`src/rtl/req_gnt_monitor_if.sv`:
```
// Request/grant bus bundle watched by req_gnt_monitor.
// The master modport drives req/gnt. The slave modport is the monitor side.
interface req_gnt_monitor_if #(
    parameter int unsigned NUM_CH = 4,
    parameter int unsigned CNT_W  = 16,
    parameter int unsigned LAT_W  = 8
) ();
    logic [NUM_CH-1:0] req;
    logic [NUM_CH-1:0] gnt;
    logic [NUM_CH-1:0] pending;
    logic [NUM_CH-1:0] timeout_pulse;
    logic [NUM_CH-1:0] spurious_pulse;
    logic [NUM_CH-1:0] drop_pulse;
    logic [NUM_CH-1:0] err_sticky;
    logic              err_any;
    logic [CNT_W-1:0]  viol_count;
    logic [CNT_W-1:0]  grant_count;
    logic [LAT_W-1:0]  max_latency;

    modport master (
        output req, gnt,
        input  pending, timeout_pulse, spurious_pulse, drop_pulse, err_sticky, err_any,
        input  viol_count, grant_count, max_latency
    );

    modport slave (
        input  req, gnt,
        output pending, timeout_pulse, spurious_pulse, drop_pulse, err_sticky, err_any,
        output viol_count, grant_count, max_latency
    );
endinterface

```
`src/rtl/req_gnt_monitor.sv`:
```
// Multi-channel request/grant protocol monitor: late, spurious and dropped grants,
// plus saturating violation/grant counters and the worst completed latency.
module req_gnt_monitor #(
    parameter int unsigned NUM_CH   = 4,
    parameter int unsigned MAX_WAIT = 4,
    parameter bit          REQ_HOLD = 1'b1,
    parameter int unsigned CNT_W    = 16,
    parameter int unsigned LAT_W    = 8
) (
    input logic              clk,
    input logic              reset,
    input logic              enable,
    input logic              clear,
    req_gnt_monitor_if.slave bus
);
    localparam logic [1:0] StIdle = 2'd0;
    localparam logic [1:0] StWait = 2'd1;
    localparam logic [1:0] StLate = 2'd2;

    localparam logic [LAT_W-1:0] MaxWaitL = LAT_W'(MAX_WAIT);
    localparam logic [LAT_W-1:0] LatMax   = {LAT_W{1'b1}};

    logic [1:0]        state_q [NUM_CH];
    logic [1:0]        state_d [NUM_CH];
    logic [LAT_W-1:0]  wcnt_q  [NUM_CH];
    logic [LAT_W-1:0]  wcnt_d  [NUM_CH];
    logic [LAT_W-1:0]  lat     [NUM_CH];
    logic [NUM_CH-1:0] done;
    logic [NUM_CH-1:0] tmo_d, spur_d, drop_d;
    logic [NUM_CH-1:0] pending_q, tmo_q, spur_q, drop_q, sticky_q;
    logic [CNT_W-1:0]  viol_q, viol_d, grant_q, grant_d;
    logic [LAT_W-1:0]  maxlat_q, maxlat_d;
    logic [7:0]        n_viol, n_grant;
    logic [CNT_W+7:0]  viol_sum, grant_sum;

    // Per-channel next state; done/lat report a completed request/grant pair.
    always_comb begin
        for (int ch = 0; ch < NUM_CH; ch++) begin
            state_d[ch] = state_q[ch];
            wcnt_d[ch]  = wcnt_q[ch];
            lat[ch]     = '0;
            done[ch]    = 1'b0;
            tmo_d[ch]   = 1'b0;
            spur_d[ch]  = 1'b0;
            drop_d[ch]  = 1'b0;
            case (state_q[ch])
                StWait, StLate: begin
                    if (bus.gnt[ch]) begin
                        state_d[ch] = StIdle;
                        wcnt_d[ch]  = '0;
                        done[ch]    = 1'b1;
                        lat[ch]     = wcnt_q[ch];
                    end else if (REQ_HOLD && !bus.req[ch]) begin
                        state_d[ch] = StIdle;
                        wcnt_d[ch]  = '0;
                        drop_d[ch]  = 1'b1;
                    end else begin
                        if (state_q[ch] == StWait && wcnt_q[ch] == MaxWaitL) begin
                            state_d[ch] = StLate;
                            tmo_d[ch]   = 1'b1;
                        end
                        wcnt_d[ch] = (wcnt_q[ch] == LatMax) ? LatMax : wcnt_q[ch] + LAT_W'(1);
                    end
                end
                default: begin
                    state_d[ch] = StIdle;
                    wcnt_d[ch]  = '0;
                    if (bus.req[ch] && bus.gnt[ch]) begin
                        done[ch] = 1'b1;
                    end else if (bus.req[ch]) begin
                        state_d[ch] = StWait;
                        wcnt_d[ch]  = LAT_W'(1);
                    end else if (bus.gnt[ch]) begin
                        spur_d[ch] = 1'b1;
                    end
                end
            endcase
            if (!enable) begin
                state_d[ch] = StIdle;
                wcnt_d[ch]  = '0;
                done[ch]    = 1'b0;
                tmo_d[ch]   = 1'b0;
                spur_d[ch]  = 1'b0;
                drop_d[ch]  = 1'b0;
            end
        end
    end

    always_comb begin
        n_viol   = '0;
        n_grant  = '0;
        maxlat_d = maxlat_q;
        for (int ch = 0; ch < NUM_CH; ch++) begin
            n_viol  = n_viol + 8'(tmo_d[ch]) + 8'(spur_d[ch]) + 8'(drop_d[ch]);
            n_grant = n_grant + 8'(done[ch]);
            if (done[ch] && lat[ch] > maxlat_d) begin
                maxlat_d = lat[ch];
            end
        end
        viol_sum  = (CNT_W+8)'(viol_q) + (CNT_W+8)'(n_viol);
        grant_sum = (CNT_W+8)'(grant_q) + (CNT_W+8)'(n_grant);
        viol_d    = (|viol_sum[CNT_W+7:CNT_W]) ? {CNT_W{1'b1}} : viol_sum[CNT_W-1:0];
        grant_d   = (|grant_sum[CNT_W+7:CNT_W]) ? {CNT_W{1'b1}} : grant_sum[CNT_W-1:0];
    end

    always_ff @(posedge clk) begin
        if (reset) begin
            for (int ch = 0; ch < NUM_CH; ch++) begin
                state_q[ch] <= StIdle;
                wcnt_q[ch]  <= '0;
            end
            pending_q <= '0;
            tmo_q     <= '0;
            spur_q    <= '0;
            drop_q    <= '0;
            sticky_q  <= '0;
            viol_q    <= '0;
            grant_q   <= '0;
            maxlat_q  <= '0;
        end else begin
            for (int ch = 0; ch < NUM_CH; ch++) begin
                state_q[ch]   <= state_d[ch];
                wcnt_q[ch]    <= wcnt_d[ch];
                pending_q[ch] <= (state_d[ch] != StIdle);
            end
            tmo_q  <= tmo_d;
            spur_q <= spur_d;
            drop_q <= drop_d;
            // Stats hold while disabled; clear discards same-cycle events.
            if (enable) begin
                if (clear) begin
                    sticky_q <= '0;
                    viol_q   <= '0;
                    grant_q  <= '0;
                    maxlat_q <= '0;
                end else begin
                    sticky_q <= sticky_q | tmo_d | spur_d | drop_d;
                    viol_q   <= viol_d;
                    grant_q  <= grant_d;
                    maxlat_q <= maxlat_d;
                end
            end
        end
    end

    assign bus.pending        = pending_q;
    assign bus.timeout_pulse  = tmo_q;
    assign bus.spurious_pulse = spur_q;
    assign bus.drop_pulse     = drop_q;
    assign bus.err_sticky     = sticky_q;
    assign bus.err_any        = |sticky_q;
    assign bus.viol_count     = viol_q;
    assign bus.grant_count    = grant_q;
    assign bus.max_latency    = maxlat_q;
endmodule

```
`src/flat_wrapper.sv`:
```
// flat-port wrapper written by rule: the top's interface ports become plain ports
module req_gnt_monitor_flat 
#(
    parameter int unsigned NUM_CH   = 4,
    parameter int unsigned MAX_WAIT = 4,
    parameter bit          REQ_HOLD = 1'b1,
    parameter int unsigned CNT_W    = 16,
    parameter int unsigned LAT_W    = 8
)
  (clk, reset, enable, clear, bus_req, bus_gnt, bus_pending, bus_timeout_pulse, bus_spurious_pulse, bus_drop_pulse, bus_err_sticky, bus_err_any, bus_viol_count, bus_grant_count, bus_max_latency);
  req_gnt_monitor_if #(.NUM_CH(NUM_CH), .CNT_W(CNT_W), .LAT_W(LAT_W)) bus_i ();
  input logic clk;
  input logic reset;
  input logic enable;
  input logic clear;
  input wire logic [$bits(bus_i.req)-1:0] bus_req;
  input wire logic [$bits(bus_i.gnt)-1:0] bus_gnt;
  output wire logic [$bits(bus_i.pending)-1:0] bus_pending;
  output wire logic [$bits(bus_i.timeout_pulse)-1:0] bus_timeout_pulse;
  output wire logic [$bits(bus_i.spurious_pulse)-1:0] bus_spurious_pulse;
  output wire logic [$bits(bus_i.drop_pulse)-1:0] bus_drop_pulse;
  output wire logic [$bits(bus_i.err_sticky)-1:0] bus_err_sticky;
  output wire logic [$bits(bus_i.err_any)-1:0] bus_err_any;
  output wire logic [$bits(bus_i.viol_count)-1:0] bus_viol_count;
  output wire logic [$bits(bus_i.grant_count)-1:0] bus_grant_count;
  output wire logic [$bits(bus_i.max_latency)-1:0] bus_max_latency;
  assign bus_i.req = bus_req;
  assign bus_i.gnt = bus_gnt;
  assign bus_pending = bus_i.pending;
  assign bus_timeout_pulse = bus_i.timeout_pulse;
  assign bus_spurious_pulse = bus_i.spurious_pulse;
  assign bus_drop_pulse = bus_i.drop_pulse;
  assign bus_err_sticky = bus_i.err_sticky;
  assign bus_err_any = bus_i.err_any;
  assign bus_viol_count = bus_i.viol_count;
  assign bus_grant_count = bus_i.grant_count;
  assign bus_max_latency = bus_i.max_latency;
  req_gnt_monitor #(.NUM_CH(NUM_CH), .MAX_WAIT(MAX_WAIT), .REQ_HOLD(REQ_HOLD), .CNT_W(CNT_W), .LAT_W(LAT_W)) u_core (.clk(clk), .reset(reset), .enable(enable), .clear(clear), .bus(bus_i));
endmodule
```
`config.mk`:
```
export PLATFORM = sky130hd
export DESIGN_NAME = req_gnt_monitor_flat
export DESIGN_NICKNAME = d
export VERILOG_FILES = /design/src/rtl/req_gnt_monitor_if.sv /design/src/rtl/req_gnt_monitor.sv /design/src/flat_wrapper.sv
export SDC_FILE = /design/constraint.sdc
export NUM_CORES = 1
export LEC_CHECK = 0
export ABC_CLOCK_PERIOD_IN_PS = 9200
export CELL_PAD_IN_SITES_DETAIL_PLACEMENT = 1
export CELL_PAD_IN_SITES_GLOBAL_PLACEMENT = 1
export CORE_ASPECT_RATIO = 0.6
export CORE_MARGIN = 5
export CORE_UTILIZATION = 40
export DETAILED_ROUTE_END_ITERATION = 12
export PLACE_DENSITY = 0.83
export SYNTH_ARGS = -nofsm -noshare
export SYNTH_HDL_FRONTEND = slang
export SYNTH_SLANG_ARGS = --single-unit
```
`constraint.sdc`:
```
create_clock -name clk -period 9.2 [get_ports clk]
set_input_delay 0.92 -clock clk [delete_from_list [all_inputs] [get_ports clk]]
set_output_delay 0.92 -clock clk [all_outputs]
set_load 0.05 [all_outputs]
```
# Yosys cells after proc, flatten, opt, wreduce, memory -nomap -nowiden
# Memory sizes are Yosys's and may differ from the RTL's.
# Index checks and enable logic that the tools add are counted.
dict set report word_totals {
  ram_bits 40
  reg_bits 60
  out_inout_bits 61
  memories 2
}
dict set report classes {
  mux 153
  bitwise_logic 11
  add_sub_neg 20
  eq_ne 16
  magnitude_cmp 4
  reduce_logical 23
}
# name depth width rd rd_ports_with_merged_regs wr line
set memory_table {}
lappend memory_table {u_core.wcnt_q 4 8 4 0 4 req_gnt_monitor.sv:25} ;# logic [LAT_W-1:0] wcnt_q [NUM_CH];
lappend memory_table {u_core.state_q 4 2 4 0 4 req_gnt_monitor.sv:23} ;# logic [1:0] state_q [NUM_CH];
# op n
set ops {}
lappend ops {{2-to-1 mux 8 bit} 41}
lappend ops {{adder 8 x 1 -> 8 bit} 12}
lappend ops {{2-to-1 mux 1 bit} 79}
lappend ops {{2-to-1 mux 16 bit} 4}
lappend ops {{2-to-1 mux 2 bit} 28}
lappend ops {{adder 16 x 8 -> 17 bit} 2}
lappend ops {{adder 8 x 1 -> 8 bit (second input constant)} 4}
lappend ops {{== test 8 x 3 -> 1 bit (second input constant)} 4}
lappend ops {{== test 8 bit (second input constant)} 4}
lappend ops {{greater-than comparator 8 bit} 4}
lappend ops {{OR reduction 8 bit} 2}
lappend ops {{logical AND 1 bit} 12}
lappend ops {{bitwise OR 4 bit} 3}
lappend ops {{== test 2 x 1 -> 1 bit (second input constant)} 4}
lappend ops {{== test 2 bit (second input constant)} 4}
lappend ops {{bitwise OR 1 bit} 8}
lappend ops {{nonzero test 2 bit} 4}
lappend ops {{OR reduction 2 bit} 4}
lappend ops {{adder 1 x 1 -> 2 bit} 2}
lappend ops {{2-to-1 mux 4 bit} 1}
lappend ops {{OR reduction 4 bit} 1}

# Longest topological paths before layout
# An unclocked memory read counts as a cell.
dict set report depth {
  depth_word 23
  mapped_depth 39
  mapped_depth_nobuf 38
}

# Least setup slack after synthesis
# OpenSTA, ideal clock, no wires.
dict set report synth_path {
  kind {input -> register}
  startpoint {input bus_gnt[0]}
  endpoint {register u_core.maxlat_q[0], in the netlist u_core.bus.max_latency[0]}
  required_time_ps 9117
  arrival_time_ps 7463
  path_stages 34
  path_slack_ps 1654
  cell_sequence {nor2b_1 -> and2_1 -> ha_1 -> and2b_1 -> mux2i_1 -> o22ai_1 -> o21ai_2 -> mux2i_1 -> ha_1 -> nor2b_1 -> o2111ai_1 -> a21o_1 -> a21boi_0 -> a31oi_1 -> a211oi_4 -> mux2_2 -> ha_1 -> nor2b_1 -> o21ai_0 -> nand2b_1 -> a21oi_1 -> o21a_1 -> nor3_1 -> clkbuf_1 -> o21a_1 -> ha_1 -> nor2b_1 -> o21a_1 -> o21a_1 -> o21bai_1 -> a211oi_1 -> nor3_1 -> nand3_1 -> o221ai_1}
}
dict set report synth_between {
  elab_chain_len 16
  elab_cells_between_ends 20
}
# element line
set synth_rtl {}
lappend synth_rtl {{from (decl)} flat_wrapper.sv:17} ;# input wire logic [$bits(bus_i.gnt)-1:0] bus_gnt;
lappend synth_rtl {{parallel branches: the longest is 5 deep, another holds greater-than comparator 8 bit} -}
lappend synth_rtl {{2-to-1 mux 8 bit *} req_gnt_monitor.sv:96} ;# if (done[ch] && lat[ch] > maxlat_d) begin
lappend synth_rtl {{greater-than comparator 8 bit} req_gnt_monitor.sv:96}
lappend synth_rtl {{logical AND 1 bit} req_gnt_monitor.sv:96}
lappend synth_rtl {{2-to-1 mux 8 bit *} req_gnt_monitor.sv:96}
lappend synth_rtl {{greater-than comparator 8 bit} req_gnt_monitor.sv:96}
lappend synth_rtl {{logical AND 1 bit} req_gnt_monitor.sv:96}
lappend synth_rtl {{2-to-1 mux 8 bit *} req_gnt_monitor.sv:96}
lappend synth_rtl {{greater-than comparator 8 bit} req_gnt_monitor.sv:96}
lappend synth_rtl {{logical AND 1 bit} req_gnt_monitor.sv:96}
lappend synth_rtl {{2-to-1 mux 8 bit *} req_gnt_monitor.sv:96}
lappend synth_rtl {{2-to-1 mux 8 bit *} req_gnt_monitor.sv:131} ;# if (clear) begin
lappend synth_rtl {{to (signal assigned)} req_gnt_monitor.sv:140} ;# maxlat_q <= maxlat_d;
lappend synth_rtl {{to (decl)} req_gnt_monitor.sv:32} ;# logic [LAT_W-1:0] maxlat_q, maxlat_d;
# Every way passes the cells marked *.
# A chain may end at the register's enable or synchronous reset.

# Final worst setup path
# Ends and elaborated chain as after synthesis.

==> impl_results.md <==
- Status: complete, no violations
- Syn Nets: 840
- Die height: 107 um
- Min-delay worst type: flop to flop
- Pre-CTS WS: 190 ps
- Clock Skew: 9.97 ps
- Std-Cell Rows: 35
- Ratio of cells with drive above 1 in the final layout: 0.0579
- Pins over their slew limit: 0
- CTS tree: done
- Pre-Repair DR Iteration Count: 5
- CP bufs+invs: 2
- Global placement routability congestion: 0.946
- Peak Freq: 114 MHz
- Postcts setup bufs: 0
- Synth warn: 0
- Vias in the first global route: 5812
- Pint: 0.685 mW
- Worst r2r src: u_core.state_q[0][1]$_SDFF_PP0_
- Die Width: 172 um
- Sequential share of the synthesized area: 0.316
- Finished Cell Area: 7550 um2
- Post-DRT Antenna Nets: 0
- Number of synthesized flops with an enable pin: 0
- Critical path type: primary input to flop
- Count of cell types in the netlist: 57
- Final nets: 901
- Leading area contributor after synthesis: dfxtp_1
- Startpoint types: primary input
- Synth area leaders: dfxtp_1 32%, ha_1 11%, nor2_1 4.4%, a21oi_1 4.0%, inv_1 3.9%
- Root Driver: clkbuf_16
- Syn Area/Cell: 8.30 um2
- VDD IR max: 81.6 uV
- Ys async rst share: 0
- First-pass GRT wire length: 31.9 mm
- Clock transition at path regs: 70 ps
- Predominant post-synthesis flop cell: dfxtp_1
- R2R setup slack: 960 ps
- Worst reg2reg path endpoint: u_core.bus.max_latency[0]$_SDFFE_PP0P_
- CP Max Fanout: 16
- Total Die Area: 18500 um2
- Dpl cell area: 7230 um2
- P_leak: 2.99 nW
- Combinational power share: 0.080
- Final period utilization: 0.951
- Hold Crit Depth: 2
- Slowest cell on crit path: clkdlybuf4s50_1
- Mapped Area: 6340 um2
- Net load switching power: 0.233 mW
- Power density cells: 122 nW/um2
- Post-detail-place hpwl: 14.8 mm
- Post-synth top area share: 0.316
- CP top delay family: compound AO/OA/AOI/OAI gates
- Grt total ovfl: 0
- Critical path capture point: u_core.bus.max_latency[0]$_SDFFE_PP0P_
- Drc violations: 0
- Crit path launch: bus_gnt[0]
- Core outline area: 15500 um2
- Critical Path Stages: 34
- 1st-iter DRT viols: 496
- Fin Setup TNS: 0 ps
- Total Routing Usage GR: 0.215
- Clock Tree Buf Depth: 2
- Finished Core Util: 0.489
- Number of CTS-inserted buffers: 9
- Post-Route WL: 19.5 mm
- Seq pwr share: 0.479
- Antenna diodes: 0
- R2R cell count: 35
- Largest net degree at the start of global routing: 70
- Mapped Cells: 763
- Buffers on Ports: 72
- Initial Utilization: 0.410
- Vias: 5771
- WL per Instance: 18.9 um
- Crit path capture type: flop
- Worst slew pin tran: 1160 ps
- Final Worst Setup Slack: 454 ps
- Slew Limit Headroom: 0.218
- Sw Ratio: 0.254
- Endpoints failing setup: 0
- Critical path required time: 9460 ps
- WP data arrival: 9010 ps
- Vias/cell: 5.59
- Htree depth: 3
- Fin. Hold Viols: 0
- Slowest stage delay, CP: 590 ps
- Layout area overhead: 19.2%
- CTS sink cnt: 100
- Antenna violations before repair: 0
- Synth Register Bits: 100
- # Max-Cap Violations: 0
- Skew-Pair Late Insertion Delay: 350 ps
- Final min period: 8750 ps
- Worst hold slack: 489 ps
- Io pins: 73
- Clock power frac: 0.442
## flip-flops by register name, summed over array words and instances (netlist names)
register                   count
u_core.wcnt_q                 32
u_core.bus.grant_count        16
u_core.bus.viol_count         16
u_core.bus.max_latency         8
u_core.state_q                 8
u_core.bus.drop_pulse          4
u_core.bus.err_sticky          4
u_core.bus.pending             4
u_core.bus.spurious_pulse      4
u_core.bus.timeout_pulse       4
## worst min-delay path by stage
stage,from,to,slack (ps)
floorplan,u_core.state_q[0][1]$_SDFF_PP0_,u_core.state_q[0][1]$_SDFF_PP0_,450
global placement,u_core.state_q[2][1]$_SDFF_PP0_,u_core.state_q[2][1]$_SDFF_PP0_,460
detailed placement,u_core.state_q[0][1]$_SDFF_PP0_,u_core.state_q[0][1]$_SDFF_PP0_,480
CTS,u_core.state_q[0][1]$_SDFF_PP0_,u_core.state_q[0][1]$_SDFF_PP0_,490
global route,u_core.state_q[2][1]$_SDFF_PP0_,u_core.state_q[2][1]$_SDFF_PP0_,520
finish,u_core.state_q[0][1]$_SDFF_PP0_,u_core.state_q[0][1]$_SDFF_PP0_,490
## tightest hold or removal path, delay by kind of cell (launching register included)
kind             cells  cell delay (ps)
DFF                  1              330
and+or+nand+nor      2              130
## metal layers
metal / track usage / vias to the layer above / wire length [um]
met5: 0 / - / 0
met2: 0.309 / 134 / 7990
li1: - / 2843 / -
met1: 0.334 / 2785 / 10300
met4: 0.0297 / 0 / 93
met3: 0.0429 / 9 / 1130
## timing repair
action	4_1_cts	5_1_grt
hold buffers	0	0
endpoints found under the setup margin	0	7
gates resized for setup	0	2
## synthesized netlist by cell type (10+ instances only)
cell,count
fa_1,10
o21ai_0,13
nand2b_1,15
nor2_1,75
nand3_1,28
nor3_1,22
ha_1,55
and2_1,21
nand2_1,51
xnor2_1,12
inv_1,65
nor2b_1,18
a21oi_1,51
clkbuf_1,22
dfxtp_1,100
nand4_1,10
mux2i_1,18
a211oi_1,22
a31oi_1,12
a21o_1,19
o21a_1,13
## cells by family after synthesis
| kind of cell | synth area share |
|---|---|
| multiplexers | 0.0415 |
| XOR/XNOR | 0.0235 |
| AND/OR/NAND/NOR | 0.220 |
| buffers and inverters | 0.0539 |
| flip-flops | 0.316 |
| adder cells (fa/ha/maj) | 0.140 |
| AO/OA/AOI/OAI | 0.205 |
## power groups by stage
stage | logic [mW] | registers [mW] | clock network (mW)
after floorplan | 0.0391 | 0.457 | 0
after global placement | 0.0694 | 0.449 | 0
after detailed placement | 0.0718 | 0.449 | 0
after CTS | 0.0729 | 0.439 | 0.415
after global routing | 0.0806 | 0.440 | 0.429
final | 0.0731 | 0.439 | 0.405
## cell usage in the layout, fill, tap and decap left out, types with 22 or more instances in the layout
master,Yosys,final
ha_1,55,55
nand3_1,28,28
clkdlybuf4s50_1,0,70
inv_1,65,65
a21oi_1,51,51
a211oi_1,22,22
nand2_1,51,51
dfxtp_1,100,100
nor3_1,22,22
nor2_1,75,75
## cell type report
type,count,area [um2]
clock inverter,5,66.3
multi-input combinational,572,4000
timing repair buffer,76,741
sequential,100,2000
clock buffer,11,243
fill,1806,7910
inverter,65,244
tap,203,254
## metrics by stage
step           power, mW  std cells
6_report           0.918       1032
5_1_grt            0.949       1032
4_1_cts            0.927       1032
3_5_place_dp       0.521       1016
3_3_place_gp       0.519       1016
2_1_floorplan      0.496        763
Power figures use the tool's default switching activity.
